`config.mk`:
```
export PLATFORM = sky130hd
export DESIGN_NAME = sprite_table_writer_flat
export DESIGN_NICKNAME = d
export VERILOG_FILES = /design/src/rtl/sprite_table_writer_if.sv /design/src/rtl/sprite_table_writer.sv /design/src/flat_wrapper.sv
export SDC_FILE = /design/constraint.sdc
export NUM_CORES = 1
export LEC_CHECK = 0
export CORE_MARGIN = 10
export CORE_UTILIZATION = 40
export DETAILED_ROUTE_END_ITERATION = 6
export SETUP_SLACK_MARGIN = 0.1
export SLEW_MARGIN = 20
export SYNTH_ARGS = -nofsm -noshare
export SYNTH_HDL_FRONTEND = slang
export SYNTH_SLANG_ARGS = --single-unit
```
`constraint.sdc`:
```
create_clock -name clk -period 7.08 [get_ports clk]
set_clock_uncertainty 0.05 [all_clocks]
set_input_delay 1.062 -clock clk [delete_from_list [all_inputs] [get_ports clk]]
set_output_delay 1.062 -clock clk [all_outputs]
set_load 0.01 [all_outputs]
```
`src/rtl/sprite_table_writer_if.sv`:
```
// ---------------------------------------------------------------------------
// sprite_table_writer_if
//
// CPU half-word write bus into the sprite table writer.
//
// Handshake: a transfer happens on a rising clk edge when cpu_wr=1 and
// cpu_ready=1. The master keeps cpu_addr/cpu_half/cpu_data stable while
// cpu_wr=1 and cpu_ready=0, and retries until it is accepted. There is one
// exception. A low half (cpu_half=0) only loads a holding latch, so it is
// accepted whenever cpu_wr=1, even if cpu_ready=0. cpu_ready gates the high
// half alone, because only the high half pushes into the FIFO.
//
// Signals:
//   cpu_wr    master->slave  write strobe, one cycle per half-word
//   cpu_addr  master->slave  9-bit RAM word address
//   cpu_half  master->slave  0 = bits [15:0], 1 = bits [31:16]
//   cpu_data  master->slave  16-bit half-word
//   cpu_ready slave->master  FIFO not full
// ---------------------------------------------------------------------------
interface sprite_table_writer_if;
  logic        cpu_wr;
  logic [8:0]  cpu_addr;
  logic        cpu_half;
  logic [15:0] cpu_data;
  logic        cpu_ready;

  modport master (
    output cpu_wr,
    output cpu_addr,
    output cpu_half,
    output cpu_data,
    input  cpu_ready
  );

  modport slave (
    input  cpu_wr,
    input  cpu_addr,
    input  cpu_half,
    input  cpu_data,
    output cpu_ready
  );
endinterface

```
`src/rtl/sprite_table_writer.sv`:
```
// ---------------------------------------------------------------------------
// sprite_table_writer
//
// CPU-side writer for the sprite/pattern RAM that the line sprite manager
// reads. The block assembles 16-bit half-word writes into 32-bit words and
// queues them in a FIFO. It commits the queued words to the RAM write port
// only while the raster is in vertical blank, so the manager never fetches a
// half-updated table.
//
// Parameters:
//   DEPTH      FIFO entries (power of two, 2..32)
//   VIS_LINES  first CounterY line of vertical blank
//
// Ports:
//   clk, rst    clock and asynchronous active-high reset
//   CounterY    current raster line
//   cpu         CPU half-word write bus (slave side)
//   err         sticky flag: a high half arrived with no matching low half
//   err_clr     clears err; a new error in the same cycle wins
//   pending     FIFO occupancy, 0..DEPTH
//   ram_we      RAM write enable (registered)
//   ram_addr    RAM write address (holds its last value when idle)
//   ram_data    RAM write data (holds its last value when idle)
//   flush_done  one-cycle pulse when a blank-time pop empties the FIFO
// ---------------------------------------------------------------------------
module sprite_table_writer #(
  parameter int DEPTH     = 8,
  parameter int VIS_LINES = 480
) (
  input  logic                     clk,
  input  logic                     rst,
  input  logic [8:0]               CounterY,
  sprite_table_writer_if.slave     cpu,
  output logic                     err,
  input  logic                     err_clr,
  output logic [$clog2(DEPTH):0]   pending,
  output logic                     ram_we,
  output logic [8:0]               ram_addr,
  output logic [31:0]              ram_data,
  output logic                     flush_done
);

  localparam int AW = $clog2(DEPTH);
  localparam int CW = AW + 1;
  localparam logic [8:0]    VIS_Y   = 9'(VIS_LINES);
  localparam logic [CW-1:0] FULL_CT = CW'(DEPTH);
  localparam logic [CW-1:0] ONE_CT  = CW'(1);

  // FIFO entry layout: {addr[8:0], data[31:0]}
  logic [40:0]   mem [DEPTH];
  logic [AW-1:0] wr_ptr;
  logic [AW-1:0] rd_ptr;
  logic [CW-1:0] count;

  // Low-half holding latch
  logic [15:0]   lo_data;
  logic [8:0]    lo_addr;
  logic          lo_valid;

  logic          full;
  logic          empty;
  logic          win;
  logic          lo_accept;
  logic          hi_accept;
  logic          pair_ok;
  logic          push;
  logic          pop;
  logic          err_set;
  logic [40:0]   push_entry;

  // ---------------------------------------------------------------------------
  // Combinational control
  // ---------------------------------------------------------------------------
  assign full          = (count == FULL_CT);
  assign empty         = (count == '0);
  assign cpu.cpu_ready = !full;

  // The window is sampled every cycle, so draining stops on the very cycle
  // the raster leaves blank.
  assign win = (CounterY >= VIS_Y);

  assign lo_accept = cpu.cpu_wr && !cpu.cpu_half;
  assign hi_accept = cpu.cpu_wr &&  cpu.cpu_half && !full;

  // A high half pairs with the latch only when the latch holds a low half
  // for the same word address. Otherwise the word goes out with a zero low
  // half and the error is flagged.
  assign pair_ok = lo_valid && (lo_addr == cpu.cpu_addr);
  assign err_set = hi_accept && !pair_ok;

  always_comb begin
    push_entry = {cpu.cpu_addr, cpu.cpu_data, 16'h0000};
    if (pair_ok) begin
      push_entry = {cpu.cpu_addr, cpu.cpu_data, lo_data};
    end
  end

  assign push = hi_accept;
  assign pop  = win && !empty;

  assign pending = count;

  // ---------------------------------------------------------------------------
  // Low-half latch
  // ---------------------------------------------------------------------------
  always_ff @(posedge clk or posedge rst) begin
    if (rst) begin
      lo_data  <= '0;
      lo_addr  <= '0;
      lo_valid <= 1'b0;
    end else if (lo_accept) begin
      lo_data  <= cpu.cpu_data;
      lo_addr  <= cpu.cpu_addr;
      lo_valid <= 1'b1;
    end else if (hi_accept) begin
      // The latch is consumed by any accepted high half, paired or orphaned.
      lo_valid <= 1'b0;
    end
  end

  // ---------------------------------------------------------------------------
  // FIFO storage. Reset does not clear it: clearing the pointers empties it.
  // ---------------------------------------------------------------------------
  always_ff @(posedge clk) begin
    if (push) begin
      mem[wr_ptr] <= push_entry;
    end
  end

  always_ff @(posedge clk or posedge rst) begin
    if (rst) begin
      wr_ptr <= '0;
      rd_ptr <= '0;
      count  <= '0;
    end else begin
      if (push) begin
        wr_ptr <= wr_ptr + AW'(1);
      end
      if (pop) begin
        rd_ptr <= rd_ptr + AW'(1);
      end
      // A simultaneous push and pop leaves the occupancy unchanged.
      case ({push, pop})
        2'b10:   count <= count + ONE_CT;
        2'b01:   count <= count - ONE_CT;
        default: count <= count;
      endcase
    end
  end

  // ---------------------------------------------------------------------------
  // RAM write port. The address and data hold between writes, so the RAM
  // side sees a stable bus while ram_we is low.
  // ---------------------------------------------------------------------------
  always_ff @(posedge clk or posedge rst) begin
    if (rst) begin
      ram_we     <= 1'b0;
      ram_addr   <= '0;
      ram_data   <= '0;
      flush_done <= 1'b0;
    end else begin
      ram_we     <= pop;
      // Empty after this edge only if the last entry leaves and none arrives.
      flush_done <= pop && !push && (count == ONE_CT);
      if (pop) begin
        {ram_addr, ram_data} <= mem[rd_ptr];
      end
    end
  end

  // ---------------------------------------------------------------------------
  // Sticky error flag. When a set and a clear arrive in the same cycle, the
  // set wins.
  // ---------------------------------------------------------------------------
  always_ff @(posedge clk or posedge rst) begin
    if (rst) begin
      err <= 1'b0;
    end else if (err_set) begin
      err <= 1'b1;
    end else if (err_clr) begin
      err <= 1'b0;
    end
  end

endmodule
```
`src/flat_wrapper.sv`:
```
// flat-port wrapper written by rule: the top's interface ports become plain ports
module sprite_table_writer_flat 
#(
  parameter int DEPTH     = 8,
  parameter int VIS_LINES = 480
)
  (clk, rst, CounterY, err, err_clr, pending, ram_we, ram_addr, ram_data, flush_done, cpu_cpu_wr, cpu_cpu_addr, cpu_cpu_half, cpu_cpu_data, cpu_cpu_ready);
  sprite_table_writer_if cpu_i ();
  input  logic clk;
  input  logic rst;
  input  logic [8:0] CounterY;
  output logic err;
  input  logic err_clr;
  output logic [$clog2(DEPTH):0] pending;
  output logic ram_we;
  output logic [8:0] ram_addr;
  output logic [31:0] ram_data;
  output logic flush_done;
  input wire logic [$bits(cpu_i.cpu_wr)-1:0] cpu_cpu_wr;
  input wire logic [$bits(cpu_i.cpu_addr)-1:0] cpu_cpu_addr;
  input wire logic [$bits(cpu_i.cpu_half)-1:0] cpu_cpu_half;
  input wire logic [$bits(cpu_i.cpu_data)-1:0] cpu_cpu_data;
  output wire logic [$bits(cpu_i.cpu_ready)-1:0] cpu_cpu_ready;
  assign cpu_i.cpu_wr = cpu_cpu_wr;
  assign cpu_i.cpu_addr = cpu_cpu_addr;
  assign cpu_i.cpu_half = cpu_cpu_half;
  assign cpu_i.cpu_data = cpu_cpu_data;
  assign cpu_cpu_ready = cpu_i.cpu_ready;
  sprite_table_writer #(.DEPTH(DEPTH), .VIS_LINES(VIS_LINES)) u_core (.clk(clk), .rst(rst), .CounterY(CounterY), .cpu(cpu_i), .err(err), .err_clr(err_clr), .pending(pending), .ram_we(ram_we), .ram_addr(ram_addr), .ram_data(ram_data), .flush_done(flush_done));
endmodule
```
==> flow_summary.json, run 1 <==
{
  "leakage_component_of_the_power_nw": 6.23,
  "postSynthAreaPerCell_um2": 20.5,
  "startpoint": "cpu_cpu_addr[7]",
  "critical_path_cell_by_cell": "clkdlybuf4s50_1 -> xnor2_1 -> nand4_1 -> nor3_4 -> and2_1",
  "vdd.ir_drop.worst_mv": 0.179,
  "mappedNetlistArea_um2": 15600,
  "post-place-ws_ns": 3.34,
  "reg2reg_from": "u_core.rd_ptr[0]",
  "cts_tree": "done",
  "viasPerCell": 5.11,
  "max_cap_violations": 0,
  "cts-buffers-inserted": 43,
  "net-switching-power_mw": 1.86,
  "clock_insertion_delay_worst_skew_ns": 0.53,
  "pwr_density_cell_nw_per_um2": 375,
  "syn-num-nets": 802,
  "grt_first_pass_wirelength_um": 48200,
  "int_pwr_mw": 5.01,
  "wirelength_um": 31500,
  "critical_path_type": "primary input to flip-flop",
  "fin_nets": 910,
  "detailedPlacementHpwl_um": 16900,
  "report.final.setup_viol": 0,
  "p_clk_frac": 0.308,
  "power.share.combinational": 0.229,
  "final_layout_size_suffix_gt1_frac": 0.220,
  "place_congestion": 0.680,
  "number_of_antenna_violations_at_the_first_check_in_global_routing": 2,
  "layoutNonFillerInstCount": 1416,
  "post-route-util": 0.475,
  "place_inst": 1338,
  "die_area_um2": 47200,
  "cts.root.buffer_cell": "clkbuf_16",
  "hold_class": "flip-flop to flip-flop",
  "core.rowCount": 72,
  "netSwitchingFraction": 0.270,
  "area_growth_syn_to_layout_pct": 17.8,
  "timing.final.max_slew_violations": 0,
  "core_region_area_um2": 38600,
  "vias": 7233,
  "worstPathArrival_ns": 3.43,
  "timing.critical_path.required_ns": 7.35,
  "path_depth": 5,
  "htree_levels": 2,
  "post_synth_inst_count": 757,
  "numPortBuffers": 82,
  "rsz0062_at_grt": "no",
  "synth.top_cells.by_area": "edfxtp_1 63%, dfrtp_1 13%, mux4_2 12%",
  "chipWidth_um": 217,
  "leading_area_contributor_after_synthesis": "edfxtp_1",
  "finalSetupTns_ns": 0,
  "crit-reg2reg-capture": "u_core.ram_data[15]",
  "fin_ws_ns": 3.91,
  "path_buf_inv": 1,
  "critical_path.max_fanout": 17,
  "slew_headroom": 0.318,
  "postRouteAntennaNets": 0,
  "synthesis.yosys.warnings": 0,
  "drt_drc_violations_left": 0,
  "synthDistinctLibCells": 36,
  "via_count_of_the_first_global_routing_pass": 7659,
  "timing.reg2reg.setup_slack_ns": 4.05,
  "critical_path.endpoint": "u_core.mem[7][3]",
  "ys_seq_elements": 408,
  "grt_util_all_layers": 0.134,
  "cell_family_contributing_the_most_delay_on_the_critical_path": "simple AND/OR/NAND/NOR gates",
  "share_seq_of_total_power": 0.462,
  "tritoncts_sinks": 408,
  "detailedRoute.firstIterationViolations": 436,
  "cts_hold_buf": 0,
  "die_y_um": 217,
  "antennaDiodeCount": 0,
  "timing_hold_violations_final": 0,
  "worstMarginPinSlew_ns": 1.02,
  "setup.worst_path.start_class": "primary input",
  "synth.yosys.seq_area_share": 0.762,
  "detailedRoute.firstPassIterationCount": 4,
  "ports": 88,
  "maxClockFrequency_mhz": 316,
  "post-route-min-period_ns": 3.17,
  "initial_utilization": 0.403,
  "cts_resized": 0,
  "critical-path-max-stage-delay_ns": 0.86,
  "routed_wire_length_per_instance_um": 22.3,
  "status": "completed",
  "nFillCells": 3304,
  "path_clk_slew_ns": 0.06,
  "timing.reg2reg.worst_path_depth": 4,
  "gr-total-overflow": 0,
  "area_share_of_the_leading_cell_type_in_the_synthesized_netlist": 0.633,
  "grt_start_max_net_pins": 87,
  "cts_setup_buffers": 0,
  "worst_setup_path_end_kind": "flip-flop",
  "cp_max_stage_cell": "nor3_4",
  "final_min_period_over_clock_period": 0.447,
  "cts-root-to-sink-buffers": 3
}
-- worst min-delay path by stage --
stage                     slack, ns  cells after the start                 to         startpoint
final                          0.44                      1  u_core.lo_data[0]  u_core.lo_data[0]
after global routing           0.46                      1  u_core.lo_data[7]  u_core.lo_data[7]
after CTS                      0.45                      1  u_core.lo_data[0]  u_core.lo_data[0]
after detailed placement       0.44                      1  u_core.lo_data[0]  u_core.lo_data[0]
after global placement         0.43                      1  u_core.lo_data[0]  u_core.lo_data[0]
after floorplan                0.42                      2    u_core.lo_valid    u_core.lo_valid
-- cell usage in the layout (no fill, tap or decap), types with 2 or more instances in the layout --
master / n
ha_1: 6
nor3_2: 3
mux4_2: 82
clkinv_2: 7
nor3_4: 2
mux2_2: 25
edfxtp_1: 328
clkinv_1: 4
and2_1: 16
nand2_1: 9
inv_1: 3
xor2_1: 3
clkbuf_1: 16
xnor2_1: 14
clkbuf_16: 45
nand4_1: 3
nor2_4: 4
nor2_1: 44
clkbuf_8: 5
a21oi_1: 42
dfrtp_4: 3
nand2b_1: 2
buf_4: 17
mux2i_1: 42
dfrtp_1: 77
clkdlybuf4s50_1: 82
-- metal layers --
layer,share of wire,global-route usage,vias up
met1,0.44,0.182,3795
met5,0.0010,0,-
met2,0.48,0.216,163
met3,0.058,0.0323,41
li1,-,-,3230
met4,0.013,0.0301,4
-- cell type report --
type                       instances  area [µm²]  share of cell area
clock buffer                      66        1250              0.0685
clock inverter                    12        80.1             0.00437
inverter                           5        21.3             0.00116
multi-input combinational        308        3510               0.192
sequential                       408       11900               0.647
tap                              518         648              0.0354
timing repair buffer              99         948              0.0517
-- per-stage QoR --
step                      area, µm²  power [mW]  hold WS [ns]
after floorplan               15600        4.24         0.416
after global placement        17000        4.84         0.433
after detailed placement      17000        4.86         0.437
after CTS                     18300        7.00         0.450
after global routing          18300        7.23         0.457
final                         18300        6.87         0.445
-- cell usage after synthesis, drive strengths merged --
master	count
edfxtp	328
mux4	82
dfrtp	80
nor2	48
a21oi	42
mux2i	42
buf	27
mux2	26
and2	16
xnor2	14
clkbuf	9
nand2	9
ha	6
inv	5
nor3	5
nand4	3
xor2	3
nand2b	2
and3	1
nand3b	1
nand4b	1
nor2b	1
nor3b	1
nor4	1
nor4bb	1
o21ai	1
o22ai	1
or4b	1
-- kinds of logic after synthesis --
logic type / count (synthesis) / synth area share
buffers and inverters: 41 / 0.0168
adder cells (fa/ha/maj): 6 / 0.00483
AO/OA/AOI/OAI: 44 / 0.0142
flip-flops: 408 / 0.762
AND/OR/NAND/NOR: 91 / 0.0282
multiplexers: 150 / 0.165
XOR/XNOR: 17 / 0.00957
-- power groups by stage --
stage               Combinational, mW  Clock (mW)  Sequential (mW)
floorplan                        1.11           0             3.14
global placement                 1.62           0             3.23
detailed placement               1.63           0             3.24
CTS                              1.63        2.17             3.19
global route                     1.73        2.27             3.23
finish                           1.58        2.12             3.17
-- flip-flops by register name, indices dropped and copies added, names as in the netlist --
name               flops
u_core.mem           328
u_core.ram_data       32
u_core.wr_ptr          3
u_core.ram_we          1
u_core.ram_addr        9
u_core.lo_addr         9
u_core.err             1
u_core.lo_valid        1
u_core.flush_done      1
u_core.pending         4
u_core.lo_data        16
u_core.rd_ptr          3
Note: power is estimated with default switching activity, not from simulation.
==> inputs of run 2 (changes only) <==
Clock period 7.08 ns to 2.6 ns, I/O delays scaled along.
==> flow_summary.json, run 2 (synthesis gave the netlist of run 1 again) <==
{
  "status": "completed",
  "report.final.setup_viol": 0,
  "wirelength_um": 31400,
  "worstMarginPinSlew_ns": 0.580,
  "final_layout_size_suffix_gt1_frac": 0.248,
  "critical-path-max-stage-delay_ns": 0.56,
  "vias": 7334,
  "place_inst": 1359,
  "cts.root.buffer_cell": "clkbuf_16",
  "chipWidth_um": 217,
  "layout_common_cells": "328 x edfxtp_1, 82 x mux4_2, 82 x clkdlybuf4s50_1, 75 x dfrtp_1, 44 x nor2_1",
  "place_congestion": 0.700,
  "clock_insertion_delay_worst_skew_ns": 0.56,
  "initial_utilization": 0.403,
  "drt_drc_violations_left": 0,
  "die_area_um2": 47200,
  "htree_levels": 2,
  "reg2reg_from": "u_core.pending[0]",
  "cts_hold_buf": 0,
  "viasPerCell": 5.10,
  "cp_max_stage_cell": "clkdlybuf4s50_1",
  "timing.reg2reg.setup_slack_ns": 0.34,
  "antennaDiodeCount": 0,
  "timing.critical_path.required_ns": 2.16,
  "finalSetupTns_ns": 0,
  "leakage_component_of_the_power_nw": 6.44,
  "fin_nets": 931,
  "number_of_antenna_violations_at_the_first_check_in_global_routing": 2,
  "tritoncts_sinks": 408,
  "largest_register_ff_count": 328,
  "cts_tree": "done",
  "gr-total-overflow": 0,
  "via_count_of_the_first_global_routing_pass": 7820,
  "numPortBuffers": 82,
  "area_growth_syn_to_layout_pct": 21.1,
  "pwr_density_cell_nw_per_um2": 1020,
  "hold_class": "primary input to asynchronous set/reset pin",
  "cts-buffers-inserted": 43,
  "slew_headroom": 0.613,
  "timing_hold_violations_final": 0,
  "final_min_period_over_clock_period": 0.887,
  "crit-reg2reg-capture": "u_core.pending[3]",
  "nFillCells": 3241,
  "postRouteAntennaNets": 0,
  "core.rowCount": 72,
  "critical_path.max_fanout": 7,
  "grt_util_all_layers": 0.134,
  "grt_start_max_net_pins": 87,
  "setup.worst_path.start_class": "flip-flop",
  "worst_setup_path_end_kind": "primary output",
  "rsz0062_at_grt": "no",
  "core_region_area_um2": 38600,
  "fin_area_um2": 18800,
  "die_y_um": 217,
  "cts_resized": 0,
  "cts_setup_buffers": 0,
  "postPlaceCellArea_um2": 17400,
  "critical_path_cell_by_cell": "inv_2 -> ha_4 -> nand3b_1 -> clkdlybuf4s50_1",
  "most_frequent_standard_cell_in_the_layout_excluding_fill_and_tap_cells": "edfxtp_1",
  "max_cap_violations": 0,
  "timing.final.max_slew_violations": 0,
  "maxClockFrequency_mhz": 434,
  "critical_path_type": "flip-flop to primary output",
  "detailedRoute.firstIterationViolations": 511,
  "detailedRoute.firstPassIterationCount": 4,
  "timing.reg2reg.worst_path_depth": 9,
  "largestRegisters": "u_core.mem (328), u_core.ram_data (32), u_core.lo_data (16)",
  "cts-root-to-sink-buffers": 3,
  "grt_first_pass_wirelength_um": 48300,
  "routed_wire_length_per_instance_um": 21.9,
  "vdd.ir_drop.worst_mv": 0.563,
  "layoutNonFillerInstCount": 1439,
  "post-route-util": 0.489,
  "register_with_the_most_flip_flops": "u_core.mem",
  "worstPathArrival_ns": 1.87,
  "ports": 88,
  "post-route-min-period_ns": 2.31,
  "path_clk_slew_ns": 0.06,
  "detailedPlacementHpwl_um": 17900
}
## run 2: routing by layer
metal,global-route usage,wire length (µm)
met1,0.180,14000
met2,0.217,15200
met3,0.0319,1790
met4,0.0336,513
met5,0,21
## run 2: area by class of cell
| type | instances | area [µm²] | share of cell area |
|---|---|---|---|
| Clock buffer | 60 | 1220 | 0.0648 |
| Clock inverter | 20 | 193 | 0.0102 |
| Inverter | 5 | 28.8 | 0.00153 |
| Multi-Input combinational cell | 308 | 3560 | 0.189 |
| Sequential cell | 408 | 11900 | 0.630 |
| Tap cell | 518 | 648 | 0.0344 |
| Timing Repair Buffer | 120 | 1320 | 0.0700 |
## run 2: per-stage QoR
| step | setup WS, ns | power (mW) | hold WS, ns |
|---|---|---|---|
| final | 0.295 | 19.3 | 0.152 |
| after global routing | 0.162 | 20.3 | 0.164 |
| after CTS | 0.249 | 19.6 | 0.135 |
| after detailed placement | 0.217 | 13.6 | 0.438 |
| after global placement | 0.223 | 13.5 | 0.433 |
| after floorplan | -0.350 | 11.6 | 0.416 |
## run 2: critical path, delay by kind of cell, from the launching register on
kind	cells	cell delay [ns]
flops	1	0.44
fa+ha+maj	1	0.16
simple gates	1	0.12
buf+inv	2	0.62
## run 2: worst max path at each step
| stage | startpoint | to | slack, ns | cells past startpoint |
|---|---|---|---|---|
| 5_1_grt | u_core.pending[1] | u_core.pending[3] | 0.16 | 9 |
| 6_report | u_core.pending[0] | cpu_cpu_ready | 0.29 | 4 |
| 4_1_cts | u_core.pending[0] | cpu_cpu_ready | 0.25 | 4 |
| 3_5_place_dp | cpu_cpu_half | u_core.mem[1][5] | 0.22 | 5 |
| 3_3_place_gp | cpu_cpu_half | u_core.mem[1][5] | 0.22 | 5 |
| 2_1_floorplan | u_core.pending[0] | u_core.mem[0][0] | -0.35 | 6 |
## run 2: where the power goes
part	internal (mW)	leakage [nW]	switching, mW
registers	7.90	3.98	0.591
clock network	3.51	0.693	2.50
logic	2.58	1.76	2.21
total	14.0	6.44	5.30
